File: src/rtl/countdown_display.sv
// Four-digit BCD countdown/up-counter with an SPI refresh loop that streams one
// {addr, digit} frame per digit to an external display driver.
module countdown_display #(
    parameter int TICK_DIV = 1000,
    parameter int SCLK_DIV = 4
) (
    input  logic        i_clk,
    input  logic        i_rst,
    input  logic        i_set,
    input  logic [15:0] i_in,
    input  logic        i_start,
    input  logic [1:0]  i_mode,
    output logic        o_ss,
    output logic        o_mosi,
    input  logic        i_miso,
    output logic        o_sclk,
    output logic [5:0]  o_state
);
    localparam int PW = (TICK_DIV > 1) ? $clog2(TICK_DIV) : 1;
    localparam int DW = (SCLK_DIV > 1) ? $clog2(SCLK_DIV) : 1;

    typedef enum logic [1:0] {
        S_IDLE    = 2'b00,
        S_ASSERT  = 2'b01,
        S_SHIFT   = 2'b10,
        S_RELEASE = 2'b11
    } spi_t;

    // Clamp each digit to 9; in MM:SS mode the tens digits are capped at 5.
    function automatic logic [15:0] clamp(input logic [15:0] v, input logic mmss);
        logic [15:0] r;
        logic [3:0]  dg;
        r = v;
        for (int k = 0; k < 4; k++) begin
            dg = v[k*4 +: 4];
            if (dg > 4'd9) dg = 4'd9;
            if (mmss && (k == 1 || k == 3) && dg > 4'd5) dg = 4'd5;
            r[k*4 +: 4] = dg;
        end
        return r;
    endfunction

    // One BCD step with ripple carry/borrow; d1 wraps at 5 for seconds.
    function automatic logic [15:0] bcd_step(input logic [15:0] v, input logic up,
                                             input logic mmss);
        logic [15:0] r;
        logic        c;
        logic [3:0]  dg;
        logic [3:0]  top;
        r = v;
        c = 1'b1;
        for (int k = 0; k < 4; k++) begin
            dg  = r[k*4 +: 4];
            top = (mmss && k == 1) ? 4'd5 : 4'd9;
            if (c) begin
                if (up) begin
                    if (dg >= top) dg = 4'd0;
                    else begin dg = dg + 4'd1; c = 1'b0; end
                end else begin
                    if (dg == 4'd0) dg = top;
                    else begin dg = dg - 4'd1; c = 1'b0; end
                end
            end
            r[k*4 +: 4] = dg;
        end
        return r;
    endfunction

    logic          r_set_d;
    logic          r_alive;
    logic          r_done;
    logic [15:0]   r_cnt;
    logic [15:0]   r_limit;
    logic [PW-1:0] r_presc;

    logic          w_load;
    logic          w_cnt_en;
    logic          w_tick;
    logic [15:0]   w_clamped;
    logic [15:0]   w_next;
    logic          w_reached;
    logic          w_running;
    logic          w_unused;

    assign w_unused  = i_miso;
    assign w_load    = i_set & ~r_set_d;
    assign w_cnt_en  = i_start & ~r_done;
    assign w_tick    = w_cnt_en && (r_presc == PW'(TICK_DIV - 1));
    assign w_clamped = clamp(i_in, i_mode == 2'b10);
    assign w_running = r_alive & i_start & ~r_done & (i_mode != 2'b11);

    always_comb begin
        w_next = r_cnt;
        case (i_mode)
            2'b00:   w_next = bcd_step(r_cnt, 1'b0, 1'b0);
            2'b01:   w_next = bcd_step(r_cnt, 1'b1, 1'b0);
            2'b10:   w_next = bcd_step(r_cnt, 1'b0, 1'b1);
            default: w_next = r_cnt;
        endcase
        w_reached = (i_mode == 2'b01) ? (w_next == r_limit) : (w_next == 16'h0000);
    end

    always_ff @(posedge i_clk or negedge i_rst) begin
        if (!i_rst) begin
            r_set_d <= 1'b0;
            r_alive <= 1'b0;
            r_done  <= 1'b0;
            r_cnt   <= 16'h0000;
            r_limit <= 16'h0000;
            r_presc <= '0;
        end else begin
            r_set_d <= i_set;
            r_alive <= 1'b1;
            if (w_load) begin
                r_cnt   <= (i_mode == 2'b01) ? 16'h0000 : w_clamped;
                r_limit <= w_clamped;
                r_done  <= (i_mode != 2'b11) && (w_clamped == 16'h0000);
                r_presc <= '0;
            end else if (w_tick) begin
                r_presc <= '0;
                if (i_mode != 2'b11) begin
                    r_cnt  <= w_next;
                    r_done <= w_reached;
                end
            end else if (w_cnt_en) begin
                r_presc <= r_presc + PW'(1);
            end
        end
    end

    spi_t          r_spi;
    spi_t          w_spi_nxt;
    logic [DW-1:0] r_div;
    logic [3:0]    r_bit;
    logic          r_sclk;
    logic [15:0]   r_shift;
    logic [1:0]    r_digit;
    logic          w_half;
    logic [3:0]    w_digit_val;

    assign w_half      = (r_div == DW'(SCLK_DIV - 1));
    assign w_digit_val = r_cnt[r_digit*4 +: 4];

    always_comb begin
        w_spi_nxt = r_spi;
        case (r_spi)
            S_IDLE:    w_spi_nxt = S_ASSERT;
            S_ASSERT:  if (w_half) w_spi_nxt = S_SHIFT;
            S_SHIFT:   if (w_half && r_sclk && r_bit == 4'd15) w_spi_nxt = S_RELEASE;
            S_RELEASE: if (w_half) w_spi_nxt = S_IDLE;
            default:   w_spi_nxt = S_IDLE;
        endcase
    end

    always_ff @(posedge i_clk or negedge i_rst) begin
        if (!i_rst) r_spi <= S_IDLE;
        else        r_spi <= w_spi_nxt;
    end

    // Frame contents are latched in IDLE so a mid-frame tick shows up next frame.
    always_ff @(posedge i_clk or negedge i_rst) begin
        if (!i_rst) begin
            r_div   <= '0;
            r_bit   <= 4'd0;
            r_sclk  <= 1'b0;
            r_shift <= 16'h0000;
            r_digit <= 2'd0;
        end else begin
            r_div <= (w_half || r_spi != w_spi_nxt) ? '0 : r_div + DW'(1);
            case (r_spi)
                S_IDLE: begin
                    r_shift <= {4'b0000, {2'b00, r_digit} + 4'd1, 4'b0000, w_digit_val};
                    r_bit   <= 4'd0;
                    r_sclk  <= 1'b0;
                end
                S_SHIFT: begin
                    if (w_half) begin
                        r_sclk <= ~r_sclk;
                        if (r_sclk) begin
                            r_shift <= {r_shift[14:0], 1'b0};
                            r_bit   <= r_bit + 4'd1;
                        end
                    end
                end
                S_RELEASE: if (w_half) r_digit <= r_digit + 2'd1;
                default: ;
            endcase
        end
    end

    assign o_ss    = ~(r_spi == S_ASSERT || r_spi == S_SHIFT);
    assign o_mosi  = (r_spi == S_ASSERT || r_spi == S_SHIFT) ? r_shift[15] : 1'b0;
    assign o_sclk  = r_sclk;
    assign o_state = {w_running, r_done, r_digit, r_spi};

endmodule

File: config.mk
export PLATFORM = sky130hd
export DESIGN_NAME = countdown_display
export DESIGN_NICKNAME = d
export VERILOG_FILES = /design/src/rtl/countdown_display.sv
export SDC_FILE = /design/constraint.sdc
export NUM_CORES = 1
export LEC_CHECK = 0
export ABC_AREA = 1
export CAP_MARGIN = 40
export CORE_MARGIN = 2
export CORE_UTILIZATION = 40
export CTS_CLUSTER_SIZE = 8
export DETAILED_ROUTE_END_ITERATION = 12
export DONT_BUFFER_PORTS = 1
export GPL_TIMING_DRIVEN = 1
export SLEW_MARGIN = 20
export SYNTH_ARGS = -nofsm -noshare
export SYNTH_HDL_FRONTEND = slang
export SYNTH_SLANG_ARGS = --single-unit
File: constraint.sdc
create_clock -name i_clk -period 2.9 [get_ports i_clk]
set_input_delay 0.29 -clock i_clk [delete_from_list [all_inputs] [get_ports i_clk]]
set_output_delay 0.29 -clock i_clk [all_outputs]
set_load 0.02 [all_outputs]
==> results of run 1 <==
-- metrics by stage --
| step | total power, W | utilization (%) | worst slack [ns] |
|---|---|---|---|
| after floorplan | 0.00205 | - | 0.691 |
| final | 0.00360 | 45.3 | 0.268 |
| after global placement | 0.00227 | 42.1 | 0.260 |
| after global routing | 0.00384 | 45.3 | 0.0122 |
| after CTS | 0.00360 | 45.2 | 0.155 |
| after detailed placement | 0.00229 | 42.1 | 0.167 |
-- per-layer routing --
layer	wire length [um]	part of all wire (%)	vias to the layer above
li1	-	-	2409
met1	6240	46	2308
met3	917	6.7	24
met4	307	2.3	0
met5	0	0	-
met2	6170	45	172
-- logic make-up (layout without fill, tap and decap cells) --
group	Yosys count	after routing
buffers and inverters	118	122
DFF	72	72
adders and majority gates	21	21
other	1	1
xor gates and xnor gates	6	6
muxes	2	2
AOI/OAI and AO/OA	139	139
and+or+nand+nor	370	370
-- Yosys cell counts (all sizes together), types with 3 or more instances --
cell type  number
nor4            4
o22ai          13
clkbuf         10
o211ai          4
a211oi          3
o21ai          72
a22o            3
ha             21
buf            12
nand3b          5
a22oi           3
or2             4
nor2           83
nand4          13
nor3           10
nand3          71
nand2         179
inv            95
a21oi          28
dfrtp          72
a31oi           7
xor2            5
-- registers in the layout, indices dropped and copies added (netlist names) --
register	count
r_digit	2
r_shift	16
r_set_d	1
r_cnt	16
r_spi	2
r_done	1
r_bit	4
r_alive	1
o_sclk	1
r_limit	16
r_div	2
r_presc	10
-- worst register-to-register path: stages, from the launching register on --
cell and delay, ns:
dfrtp_1 0.43, inv_1 0.18, ha_1 0.28, nand3_1 0.12, nand2_1 0.22, nor2_8 0.10
nor2_1 0.19, nand3_1 0.10, nand2_1 0.16, nand2_1 0.09, nand2_1 0.07, nand2_1 0.05
nor2_1 0.10, nand3_1 0.08, o21bai_1 0.19, nand2_1 0.10, a21oi_2 0.12
-- power by group --
part | total (W) | switching, W | internal [W]
clock network | 0.00127 | 0.000436 | 0.000837
logic | 0.00110 | 0.000734 | 0.000366
registers | 0.00123 | 0.000124 | 0.00111
-- what timing repair did --
item                       CTS  global route
hold buffers                 3             0
hold endpoints to repair    73             0
setup endpoints to repair    0             8
gates resized for setup      0             4
-- path summary, 6_finish.rpt --
check                                         endpoint            startpoint
worst max register to register      r_done$_DFFE_PN0P_  r_cnt[5]$_DFFE_PN0P_
max in group asynchronous         r_cnt[3]$_DFFE_PN0P_                 i_rst
worst max-delay path                r_done$_DFFE_PN0P_  r_cnt[5]$_DFFE_PN0P_
worst min register to register      r_div[0]$_DFF_PN0_    r_div[0]$_DFF_PN0_
min in group asynchronous       r_shift[6]$_DFFE_PN0P_                 i_rst
worst min-delay path            r_limit[9]$_DFFE_PN0P_               i_in[9]
-- cell type report --
type | count | area [um2]
fill | 1296 | 6850
multi-input combinational | 539 | 2840
inverter | 96 | 363
clock buffer | 10 | 229
tap | 172 | 215
clock inverter | 5 | 106
sequential | 72 | 1800
timing repair buffer | 11 | 108
==> flow_metrics.env, run 1 <==
export IMPL_status="complete, no violations"
export IMPL_layout_drive_gt1_share_pct=9.28
export IMPL_num_rows=41
export IMPL_synthXorXnorAreaFrac_pct=1.03
export IMPL_drtIter0Drc=330
export IMPL_grt_use_met1_pct=29.4
export IMPL_synth_top_cell_by_area="dfrtp_1"
export IMPL_drv_slew=0
export IMPL_final_nets=773
export IMPL_cp_end_kind="register"
export IMPL_dieArea_mm2=0.0137
export IMPL_path_depth=16
export IMPL_clkSlewWorstSetupHoldPaths_ns=0.06
export IMPL_synth_edf_count=0
export IMPL_vias=4913
export IMPL_crit_arrival_ns=2.91
export IMPL_hold_ws_ns=0.0807
export IMPL_fin_skew_ns=0.00672
export IMPL_grt_pass1_vias=4512
export IMPL_syn_nets=773
export IMPL_yosysUniqueCellTypes=49
export IMPL_path_cells="inv_1, ha_1, nand3_1, nand2_1, nor2_8, nor2_1, nand3_1, nand2_1, nand2_1, nand2_1, nand2_1, nor2_1, nand3_1, o21bai_1, nand2_1, a21oi_2"
export IMPL_setup_tns_final_ns=0
export IMPL_use_met3_pct=4.43
export IMPL_avgSynthCellArea_um2=7.00
export IMPL_synthToLayoutAreaGrowth_pct=11.0
export IMPL_place_inst=887
export IMPL_hold_class="input port to register"
export IMPL_power_density_mw_per_mm2=636
export IMPL_hold_viol=0
export IMPL_layout_common_cells="nand2_1, inv_1, nor2_1"
export IMPL_slew_headroom_pct=58.8
export IMPL_ir_drop_v=0.000384
export IMPL_firstDrtPassIters=5
export IMPL_fin_area_mm2=0.00567
export IMPL_synth_area_leaders="dfrtp_1, nand2_1, o21ai_0"
export IMPL_period_share_pct=90.7
export IMPL_clock_path_buffers=2
export IMPL_stdcell_count=905
export IMPL_r2r_cells=16
export IMPL_antenna_found_initial=0
export IMPL_crit_buf_inv=1
export IMPL_core_mm2=0.0125
export IMPL_wl_per_cell_um=15.1
export IMPL_rsz0062_at_grt="false"
export IMPL_grt_ovfl_total=0
export IMPL_synth_simple_area_share_pct=33.3
export IMPL_routed_wirelength_um=13600
export IMPL_synth_seq_area_share_pct=35.3
export IMPL_syn_area_mm2=0.00511
export IMPL_synthAdderAreaFrac_pct=5.15
export IMPL_yosys_mux_area_fraction_pct=0.417
export IMPL_async_reset_ff_share_pct=100
export IMPL_io_pins=32
export IMPL_path_common_cell="nand2_1"
export IMPL_synth_flop_cell="dfrtp_1"
export IMPL_layout_min_cycle_time_ns=2.63
export IMPL_place_gp_congestion=0.879
export IMPL_regToRegSetupSlack_ns=0.27
export IMPL_post_cts_setup_buffer_count=0
export IMPL_postSynthCellCount=729
export IMPL_dpl_instance_area_mm2=0.00527
export IMPL_synth_top_family_by_area="simple AND/OR/NAND/NOR gates"
export IMPL_fmax_ghz=0.380
export IMPL_synth_seq_cells=72
export IMPL_die_w_um=117
export IMPL_start_util_pct=40.8
export IMPL_dieHeight_um=117
export IMPL_drc=0
export IMPL_slowest_delay_ns=0.43
export IMPL_final_common_cell="nand2_1"
export IMPL_met2_usage_pct=32.7
export IMPL_n_antenna_cell=0
export IMPL_grt_pass1_wl_um=22400
export IMPL_busiest_layer="met2"
export IMPL_slowest_stage="dfrtp_1"
export IMPL_cp_max_fo=13
export IMPL_tritoncts="built"
export IMPL_setup_viol=0
export IMPL_critPathLaunchType="register"
export IMPL_clock_latency_ns=0.34
export IMPL_detail_route_antenna_nets=0
export IMPL_htreeDepth=3
export IMPL_path_delay_family="simple AND/OR/NAND/NOR gates"
export IMPL_cts_buffers=9
export IMPL_path_class="register to register"
export IMPL_post_dp_hpwl_um=9990
export IMPL_cap_violations=0
export IMPL_p_leak_nw=2.73
export IMPL_clkSinkCount=72
export IMPL_cp_data_required_time_ns=3.18
export IMPL_avgViaCountPerCell=5.43
export IMPL_yosys_area_top_type_share_pct=35.3
export IMPL_min_path_cells=1
export IMPL_cts_root_buf="clkbuf_16"
export IMPL_numPortBuffers=0
export IMPL_grtUsageTotal_pct=21.3
export IMPL_max_slew_worst_pin_slew_ns=0.618
export IMPL_synth_compound_area_share_pct=15.5
export IMPL_yosys_warnings=0
export IMPL_grt_start_max_net_pins=73
Power figures use the tool's default switching activity.
==> inputs of run 2 (changes only) <==
--- a/config.mk
+++ b/config.mk
@@ -7,12 +7,16 @@
 export LEC_CHECK = 0
 export ABC_AREA = 1
 export CAP_MARGIN = 40
+export CELL_PAD_IN_SITES_DETAIL_PLACEMENT = 0
+export CELL_PAD_IN_SITES_GLOBAL_PLACEMENT = 2
 export CORE_MARGIN = 2
-export CORE_UTILIZATION = 40
+export CORE_UTILIZATION = 37
 export CTS_CLUSTER_SIZE = 8
 export DETAILED_ROUTE_END_ITERATION = 12
 export DONT_BUFFER_PORTS = 1
 export GPL_TIMING_DRIVEN = 1
+export PLACE_DENSITY_LB_ADDON = 0.1
+export REMOVE_ABC_BUFFERS = 1
 export SLEW_MARGIN = 20
 export SYNTH_ARGS = -nofsm -noshare
 export SYNTH_HDL_FRONTEND = slang
==> run 2 against run 1 <==
Via count shrank 2.8%. First-iteration DRC count shrank 3.3%. Largest cell class unchanged. Final cell count grew 0.88%. Critical path type unchanged. Sequential share of layout area shrank 0.20 points. Power grew 2.0%. Worst setup slack gained 0.086 ns. Clock skew shrank 0.0022 ns.
==> flow_metrics.env, run 2 (synthesis gave the netlist of run 1 again) <==
export IMPL_antenna_found_initial=0
export IMPL_cts_root_buf="clkbuf_16"
export IMPL_slowest_delay_ns=0.45
export IMPL_cp_data_required_time_ns=3.18
export IMPL_htreeDepth=3
export IMPL_synthToLayoutAreaGrowth_pct=11.6
export IMPL_cp_max_fo=6
export IMPL_fin_skew_ns=0.00453
export IMPL_path_delay_family="simple AND/OR/NAND/NOR gates"
export IMPL_power_density_mw_per_mm2=645
export IMPL_p_leak_nw=2.75
export IMPL_fmax_ghz=0.393
export IMPL_die_w_um=121
export IMPL_dieHeight_um=121
export IMPL_avgViaCountPerCell=5.23
export IMPL_layout_common_cells="nand2_1, inv_1, nor2_1"
export IMPL_power_frac_clock_pct=36.0
export IMPL_io_pins=32
export IMPL_max_slew_worst_pin_slew_ns=0.631
export IMPL_crit_buf_inv=1
export IMPL_cts_resized=0
export IMPL_hold_class="input port to register"
export IMPL_fin_area_mm2=0.00570
export IMPL_vias=4773
export IMPL_path_cells="inv_1, ha_1, nand2_1, nor2_2, nand2_1, a21oi_1, nand3_1, nor2_1, nand2_1, nor2_1, nand2_1, nor2_1, o21bai_1, nand2_1, a21oi_2"
export IMPL_clock_latency_ns=0.34
export IMPL_status="complete, no violations"
export IMPL_switching_share_pct=35.5
export IMPL_numPortBuffers=0
export IMPL_p_int_w=0.00237
export IMPL_cp_end_kind="register"
export IMPL_seqPwrFrac_pct=33.4
export IMPL_clock_path_buffers=2
export IMPL_top_regs="r_cnt (16), r_limit (16), r_shift (16)"
export IMPL_period_share_pct=87.8
export IMPL_core_mm2=0.0133
export IMPL_post_dp_hpwl_um=10900
export IMPL_crit_arrival_ns=2.82
export IMPL_n_antenna_cell=0
export IMPL_slew_headroom_pct=57.9
export IMPL_layout_min_cycle_time_ns=2.55
export IMPL_layout_drive_gt1_share_pct=9.50
export IMPL_p_comb_share_pct=30.6
export IMPL_detail_route_antenna_nets=0
export IMPL_dp_slack_ns=0.353
export IMPL_final_nets=776
export IMPL_dpl_instance_area_mm2=0.00530
export IMPL_totalPowerFinal_w=0.00368
export IMPL_rsz0062_at_grt="false"
export IMPL_dieArea_mm2=0.0148
export IMPL_cap_violations=0
export IMPL_hold_ws_ns=0.0837
export IMPL_hold_viol=0
export IMPL_cts_buffers=9
export IMPL_place_gp_congestion=0.812
export IMPL_path_class="register to register"
export IMPL_path_common_cell="nand2_1"
export IMPL_critPathLaunchType="register"
export IMPL_tritoncts="built"
export IMPL_drtIter0Drc=319
export IMPL_num_rows=42
export IMPL_routed_wirelength_um=14600
export IMPL_power_switching_w=0.00130
export IMPL_fill_cells=1422
export IMPL_grt_pass1_wl_um=24200
export IMPL_grt_ovfl_total=0
export IMPL_drc=0
export IMPL_final_util_pct=42.7
export IMPL_ir_drop_v=0.000301
export IMPL_setup_viol=0
export IMPL_start_util_pct=38.3
export IMPL_clkSlewWorstSetupHoldPaths_ns=0.06
export IMPL_grt_start_max_net_pins=73
export IMPL_drv_slew=0
export IMPL_grtUsageTotal_pct=21.2
export IMPL_setup_ws_ns=0.354
export IMPL_grt_pass1_vias=4633
export IMPL_firstDrtPassIters=5
export IMPL_clkSinkCount=72
export IMPL_wl_per_cell_um=16.0
export IMPL_final_common_cell="nand2_1"
export IMPL_slowest_stage="dfrtp_1"
[run 2: changes by cell type in the layout (fill, tap and decap cells not counted)]
cell	previous run	this run
buf_4	8	11
clkinv_4	1	0
clkbuf_8	0	2
clkinv_2	0	1
nand2_1	171	172
nor2_1	75	76
ha_1	20	21
clkbuf_1	1	0
ha_2	1	0
nand2_2	7	6
nor2_4	3	2
[run 2: layout make-up]
| type | instances | area (um2) | area share (%) |
|---|---|---|---|
| Multi-Input combinational cell | 539 | 2830 | 49.6 |
| Sequential cell | 72 | 1800 | 31.6 |
| Inverter | 96 | 363 | 6.37 |
| Clock buffer | 11 | 253 | 4.43 |
| Tap cell | 176 | 220 | 3.86 |
| Timing Repair Buffer | 14 | 130 | 2.28 |
| Clock inverter | 5 | 103 | 1.80 |
[run 2: routing by layer]
| metal | up-vias | wire length [um] | GRT usage (%) | share of wire (%) |
|---|---|---|---|---|
| li1 | 2423 | - | - | - |
| met1 | 2225 | 6960 | 28.8 | 48 |
| met2 | 116 | 6790 | 34.7 | 46 |
| met3 | 9 | 732 | 4.89 | 5.0 |
| met4 | 0 | 157 | 4.45 | 1.1 |
| met5 | - | 0 | 0 | 0 |
[run 2: power groups by stage]
stage	registers, W	clock network (W)	logic [W]
floorplan	0.00121	0	0.000814
global route	0.00124	0.00139	0.00129
global placement	0.00124	0	0.00109
detailed placement	0.00124	0	0.00109
CTS	0.00123	0.00136	0.00112
finish	0.00123	0.00132	0.00113
[run 2: path summary, 6_finish.rpt]
kind / from / end / slack (ns) / cells after the start
worst min register to register: r_div[0]$_DFF_PN0_ / r_div[0]$_DFF_PN0_ / 0.44 / 1
worst max-delay path: r_cnt[0]$_DFFE_PN0P_ / r_done$_DFFE_PN0P_ / 0.35 / 15
min in group asynchronous: i_rst / r_shift[13]$_DFFE_PN0P_ / 0.50 / 2
worst max register to register: r_cnt[0]$_DFFE_PN0P_ / r_done$_DFFE_PN0P_ / 0.35 / 15
worst min-delay path: i_in[9] / r_limit[9]$_DFFE_PN0P_ / 0.08 / 1
max in group asynchronous: i_rst / r_limit[0]$_DFFE_PN0P_ / 2.07 / 2
[run 2: repair_timing]
| item | CTS | global route |
|---|---|---|
| buffers inserted | 0 | 0 |
| hold buffers | 3 | 0 |
| endpoints found under the hold margin | 73 | 0 |
[run 2: through the flow]
| stage | setup TNS [ns] | cells |
|---|---|---|
| 3_5_place_dp | 0 | 894 |
| 3_3_place_gp | 0 | 894 |
| 4_1_cts | 0 | 913 |
| 2_1_floorplan | -2.07 | 707 |
| 6_report | 0 | 913 |
| 5_1_grt | 0 | 913 |
==> inputs of run 3 (changes only) <==
--- a/config.mk
+++ b/config.mk
@@ -10,11 +10,13 @@
 export CELL_PAD_IN_SITES_DETAIL_PLACEMENT = 0
 export CELL_PAD_IN_SITES_GLOBAL_PLACEMENT = 2
 export CORE_MARGIN = 2
-export CORE_UTILIZATION = 37
+export CORE_UTILIZATION = 25
 export CTS_CLUSTER_SIZE = 8
 export DETAILED_ROUTE_END_ITERATION = 12
 export DONT_BUFFER_PORTS = 1
 export GPL_TIMING_DRIVEN = 1
+export HOLD_SLACK_MARGIN = 0.08
+export MAX_ROUTING_LAYER = met4
 export PLACE_DENSITY_LB_ADDON = 0.1
 export REMOVE_ABC_BUFFERS = 1
 export SLEW_MARGIN = 20
==> run 3 against run 2 <==
Register-to-register slack worse by 0.06 ns. Global-route usage is 4.6 points lower. Worst hold slack better by 0.019 ns. Via count is 0.42% higher. Design area is 3.5% higher. Sequential power hardly changed. Largest power group unchanged.
==> flow_metrics.env, run 3 (synthesis gave the netlist of run 1 again) <==
export IMPL_place_gp_congestion=0.808
export IMPL_critPathLaunchType="register"
export IMPL_path_common_cell="nand2_1"
export IMPL_cts_buffers=9
export IMPL_worst_hold_startpoint="i_in[2]"
export IMPL_p_int_w=0.00235
export IMPL_dpl_instance_area_mm2=0.00547
export IMPL_fill_cells=2274
export IMPL_worstReg2RegEnd="r_done$_DFFE_PN0P_"
export IMPL_slowest_stage="dfrtp_1"
export IMPL_drc=0
export IMPL_path_cells="inv_1, ha_1, nand3_2, nor2_4, nand2_1, inv_2, nand2_1, nand2_1, nand3_1, nand3_1, nand2_1, nand2_1, nand3_1, o21bai_1, nand2_1, a21oi_2"
export IMPL_drtIter0Drc=247
export IMPL_wl_met3_um=469
export IMPL_dieArea_mm2=0.0216
export IMPL_power_density_mw_per_mm2=632
export IMPL_crit_buf_inv=2
export IMPL_dieHeight_um=147
export IMPL_hold_viol=0
export IMPL_grt_ovfl_total=0
export IMPL_cp_end_kind="register"
export IMPL_period_share_pct=90.0
export IMPL_final_common_cell="nand2_1"
export IMPL_clock_latency_ns=0.35
export IMPL_cp_data_required_time_ns=3.17
export IMPL_r2r_cells=16
export IMPL_grt_start_max_net_pins=73
export IMPL_wl_per_cell_um=16.6
export IMPL_slowest_delay_ns=0.44
export IMPL_clock_path_buffers=2
export IMPL_hold_class="input port to register"
export IMPL_setup_viol=0
export IMPL_cts_root_buf="clkbuf_16"
export IMPL_post_dp_hpwl_um=12700
export IMPL_r2r_start="r_cnt[5]$_DFFE_PN0P_"
export IMPL_hold_ws_ns=0.103
export IMPL_vias=4793
export IMPL_layout_drive_gt1_share_pct=10.7
export IMPL_antenna_found_initial=0
export IMPL_regToRegSetupSlack_ns=0.29
export IMPL_power_frac_clock_pct=35.2
export IMPL_drv_slew=0
export IMPL_grtUsageTotal_pct=16.7
export IMPL_fmax_ghz=0.383
export IMPL_crit_arrival_ns=2.88
export IMPL_htreeDepth=3
export IMPL_fin_skew_ns=0.0110
export IMPL_min_path_cells=2
export IMPL_layout_common_cells="nand2_1, inv_1, nor2_1"
export IMPL_n_antenna_cell=0
export IMPL_regArea_mm2=0.00180
export IMPL_post_cts_setup_buffer_count=0
export IMPL_firstDrtPassIters=5
export IMPL_max_slew_worst_pin_slew_ns=0.663
export IMPL_path_class="register to register"
export IMPL_layout_min_cycle_time_ns=2.61
export IMPL_die_w_um=147
export IMPL_io_pins=32
export IMPL_clkSinkCount=72
export IMPL_switching_share_pct=37.0
export IMPL_grt_pass1_vias=4832
export IMPL_tritoncts="built"
export IMPL_rsz0062_at_grt="false"
export IMPL_core_mm2=0.0202
export IMPL_clkSlewWorstSetupHoldPaths_ns=0.06
export IMPL_avgViaCountPerCell=4.71
export IMPL_cap_violations=0
export IMPL_num_rows=52
export IMPL_numPortBuffers=0
export IMPL_status="complete, no violations"
export IMPL_top_layer="met4"
export IMPL_wl_met2_um=7960
export IMPL_start_util_pct=25.3
export IMPL_seqPwrFrac_pct=32.7
export IMPL_cp_max_fo=10
export IMPL_final_nets=786
export IMPL_power_switching_w=0.00138
export IMPL_routed_wirelength_um=16800
export IMPL_detail_route_antenna_nets=0
export IMPL_drt_met1_wl_um=8270
export IMPL_multi_input_area_mm2=0.00284
export IMPL_fin_area_mm2=0.00590
export IMPL_p_comb_share_pct=32.1
export IMPL_slew_headroom_pct=55.8
export IMPL_p_leak_nw=2.79
export IMPL_ir_drop_v=0.000263
export IMPL_grt_pass1_wl_um=26800
export IMPL_top_regs="r_cnt (16), r_limit (16), r_shift (16)"
export IMPL_hold_path_end="r_limit[2]$_DFFE_PN0P_"
export IMPL_synthToLayoutAreaGrowth_pct=15.5
export IMPL_path_delay_family="simple AND/OR/NAND/NOR gates"
[run 3: changes by cell type in the layout (fill, tap and decap cells not counted), sizes merged]
cell         change
clkinv           +2
clkbuf           -2
dlygate4sd3      +3
buf              +7
[run 3: repair_timing]
| item | in CTS | in global routing |
|---|---|---|
| gates resized for setup | 0 | 3 |
| hold endpoints to repair | 76 | 0 |
| endpoints found under the setup margin | 0 | 1 |
| hold buffers | 6 | 0 |
[run 3: per-layer routing]
metal | vias up | track usage, %
li1 | 2432 | -
met1 | 2270 | 22.2
met2 | 82 | 26.8
met3 | 9 | 2.73
met4 | 0 | 3.80
met5 | - | -
[run 3: worst max path at each step]
stage	end	start	depth (start not counted)
6_report	r_done$_DFFE_PN0P_	r_cnt[5]$_DFFE_PN0P_	16
5_1_grt	r_done$_DFFE_PN0P_	r_cnt[5]$_DFFE_PN0P_	16
4_1_cts	r_done$_DFFE_PN0P_	r_cnt[1]$_DFFE_PN0P_	16
3_5_place_dp	r_done$_DFFE_PN0P_	r_cnt[1]$_DFFE_PN0P_	16
3_3_place_gp	r_done$_DFFE_PN0P_	r_cnt[1]$_DFFE_PN0P_	16
2_1_floorplan	r_cnt[11]$_DFFE_PN0P_	r_set_d$_DFF_PN0_	6
[run 3: through the flow]
stage	util [%]	cells	worst slack, ns	TNS, ns	power (W)
2_1_floorplan	-	707	-0.354	-2.07	0.00203
3_3_place_gp	27.1	995	0.162	0	0.00240
3_5_place_dp	27.1	995	0.147	0	0.00240
4_1_cts	29.2	1017	0.123	0	0.00378
5_1_grt	29.2	1017	0.0241	0	0.00400
6_report	29.2	1017	0.289	0	0.00373
[run 3: cell type report]
| type | count | area share [%] |
|---|---|---|
| timing repair buffer | 24 | 3.61 |
| inverter | 96 | 6.15 |
| clock buffer | 9 | 3.82 |
| sequential | 72 | 30.5 |
| tap | 270 | 5.73 |
| multi-input combinational | 539 | 48.1 |
| clock inverter | 7 | 2.04 |
[run 3: power by group through the flow]
stage / Clock (W) / Sequential, W / Combinational [W]
6_report: 0.00131 / 0.00122 / 0.00120
5_1_grt: 0.00140 / 0.00123 / 0.00136
4_1_cts: 0.00136 / 0.00122 / 0.00121
3_5_place_dp: 0 / 0.00123 / 0.00117
3_3_place_gp: 0 / 0.00123 / 0.00117
2_1_floorplan: 0 / 0.00121 / 0.000814
==> RTL change (config.mk and constraints of run 3) <==
Add an input register stage for `i_set`, `i_in`, `i_start`, `i_mode` and `i_miso`; this delays them by one clock.
--- a/src/rtl/countdown_display.sv
+++ b/src/rtl/countdown_display.sv
@@ -27,4 +27,18 @@
     } spi_t;
 
+    logic i_set_q;
+    logic [15:0] i_q;
+    logic i_start_q;
+    logic [1:0] i_mode_q;
+    logic i_miso_q;
+
+    always_ff @(posedge i_clk) begin
+        i_set_q   <= i_set;
+        i_q       <= i_in;
+        i_start_q <= i_start;
+        i_mode_q  <= i_mode;
+        i_miso_q  <= i_miso;
+    end
+
     // Clamp each digit to 9; in MM:SS mode the tens digits are capped at 5.
     function automatic logic [15:0] clamp(input logic [15:0] v, input logic mmss);
@@ -83,14 +97,14 @@
     logic          w_unused;
 
-    assign w_unused  = i_miso;
-    assign w_load    = i_set & ~r_set_d;
-    assign w_cnt_en  = i_start & ~r_done;
+    assign w_unused  = i_miso_q;
+    assign w_load    = i_set_q & ~r_set_d;
+    assign w_cnt_en  = i_start_q & ~r_done;
     assign w_tick    = w_cnt_en && (r_presc == PW'(TICK_DIV - 1));
-    assign w_clamped = clamp(i_in, i_mode == 2'b10);
-    assign w_running = r_alive & i_start & ~r_done & (i_mode != 2'b11);
+    assign w_clamped = clamp(i_q, i_mode_q == 2'b10);
+    assign w_running = r_alive & i_start_q & ~r_done & (i_mode_q != 2'b11);
 
     always_comb begin
         w_next = r_cnt;
-        case (i_mode)
+        case (i_mode_q)
             2'b00:   w_next = bcd_step(r_cnt, 1'b0, 1'b0);
             2'b01:   w_next = bcd_step(r_cnt, 1'b1, 1'b0);
@@ -98,5 +112,5 @@
             default: w_next = r_cnt;
         endcase
-        w_reached = (i_mode == 2'b01) ? (w_next == r_limit) : (w_next == 16'h0000);
+        w_reached = (i_mode_q == 2'b01) ? (w_next == r_limit) : (w_next == 16'h0000);
     end
 
@@ -110,14 +124,14 @@
             r_presc <= '0;
         end else begin
-            r_set_d <= i_set;
+            r_set_d <= i_set_q;
             r_alive <= 1'b1;
             if (w_load) begin
-                r_cnt   <= (i_mode == 2'b01) ? 16'h0000 : w_clamped;
+                r_cnt   <= (i_mode_q == 2'b01) ? 16'h0000 : w_clamped;
                 r_limit <= w_clamped;
-                r_done  <= (i_mode != 2'b11) && (w_clamped == 16'h0000);
+                r_done  <= (i_mode_q != 2'b11) && (w_clamped == 16'h0000);
                 r_presc <= '0;
             end else if (w_tick) begin
                 r_presc <= '0;
-                if (i_mode != 2'b11) begin
+                if (i_mode_q != 2'b11) begin
                     r_cnt  <= w_next;
                     r_done <= w_reached;
Function: changed (Yosys sat finds a counterexample within 4 cycles, from zero or initial values and one cycle with i_rst low).
==> RTL change against run 3 <==
Largest power group is now registers. Clock power down 5%. Die area grew 8.4%. Design area is 10% higher. Via count increased by 4.8%. Count of clock-buffer cells in the layout is 2 higher. Global-route usage is 1.0 points lower. Synthesized area up 8.7%. Sequential cell count increased by 20. Utilization rose by 0.51 points. Total power grew 5.6%. Largest cell class unchanged. Worst setup slack lost 17 ps. Wire length increased by 2.2%.
==> RTL change: results (changes against run 3) <==
Avg Inst Size Synth 7.235 µm² (+3.3%); Max IR drop VDD 0.0002490 V (-5.5%); Fmax achieved 380.5 MHz (-0.65%); layout cells sized above 1 9.204% (-1.5 points); Non-Filler Instances 1,084 (+6.6%); fin nets 843 (+7.3%); H-tree levels 3 (unchanged); placed cell areas 5954 µm² (+8.9%); library cells used by synthesis 53 (+8.2%); Pleak 0.003137 µW (+12%); r2r setup slk 270 ps (-20 ps); Clk pin slew, worst setup/hold paths 70 ps; HPWL Detailed 12.71 mm (+0.38%); Critical Path Max Stage Delay 380 ps (-60 ps); Async SR Flop Fraction 78.26% (-22 points); DR iter-0 viols 250 (+1.2%); WL final 17.21 mm (+2.2%); most frequent cell after synthesis nand2_1; Total GRT Usage 15.63% (-1.0 points); post-CTS setup buffers 0 (unchanged); initial antenna violation count 0 (unchanged); placed cell count 1,046 (+5.1%); first-pass GRT wire length 27.63 mm (+3.0%); routability congestion estimate 0.8107 (+0.31%); worst slack, placed 237.6 ps (+90.83 ps); Post-CTS Hold Fix Bufs 22 (+16); status complete, no violations; synth cell count leaders nand2_1 (184), inv_1 (99), dfrtp_1 (72); crit path DAT 2910 ps (+30 ps); Fin Clk Skew 5.091 ps (-5.938 ps); vias in the first global route 4,961 (+2.7%); R2R Path Start r_cnt[0]; Hold Path Origin i_set_q; Fill cells 2,394 (+5.3%); Port Buffer Count 0 (unchanged); Seq/Total Area, Yosys 39.68% (+4.4 points); worst hold margin 350.6 ps (+248.0 ps); Worst Hold Class flip-flop to flip-flop; crit-path leading delay family simple AND/OR/NAND/NOR gates; Relative slew margins 55.35% (-0.47 points); crit path max fanout 8 (-2); DR vias 5,021 (+4.8%); dominant cells by area after synthesis dfrtp_1 (32%), nand2_1 (12%), dfxtp_1 (7.2%)
## RTL change: cell count changes in the layout (fill, tap and decap cells not counted), sizes merged, moves of 4 or more
cell	run 3	this run
a21oi	28	32
buf	19	23
dfxtp	0	20
dlygate4sd3	5	21
inv	95	105
nand2	179	192
nor2	83	78
xor2	5	9
## RTL change: report_power, final
group	total, µW	switching (µW)	internal [µW]
clock	1240	542	696
combinational	1190	780	407
sequential	1510	130	1380
total	3940	1450	2490
## RTL change: cells by family (layout without fill, tap and decap cells)
| family | after synthesis | in the layout | share of synthesized area (%) |
|---|---|---|---|
| AOI/OAI and AO/OA | 140 | 140 | 14.48 |
| xor gates and xnor gates | 10 | 10 | 1.578 |
| adders and majority gates | 21 | 21 | 4.735 |
| buffers and inverters | 129 | 166 | 9.245 |
| DFF | 92 | 92 | 39.68 |
| muxes | 2 | 2 | 0.3833 |
| other | 1 | 1 | 0.06758 |
| and+or+nand+nor | 372 | 372 | 29.83 |
## RTL change: layout make-up
cell class	instances	area (µm²)	share of cell area (%)
Tap cell	280	350.3	5.394
Sequential cell	92	2202	33.90
Multi-Input combinational cell	546	2839	43.71
Clock inverter	5	60.06	0.9247
Clock buffer	11	242.7	3.737
Inverter	106	397.9	6.126
Timing Repair Buffer	44	402.9	6.203
## RTL change: per-layer routing
metal / vias to the layer above / track usage, % / part of all wire [%]
met2: 90 / 24.19 / 46
li1: 2556 / - / -
met1: 2358 / 20.79 / 49
met4: 0 / 4.630 / 1.6
met5: - / - / 0
met3: 17 / 3.062 / 3.7
## RTL change: path summary, 6_finish.rpt
kind | depth (start not counted) | endpoint
setup / recovery | 17 | r_done
hold / removal | 0 | r_set_d
setup reg to reg | 17 | r_done
hold reg to reg | 0 | r_set_d
max in group asynchronous | 2 | r_cnt[2]
min in group asynchronous | 2 | r_shift[12]
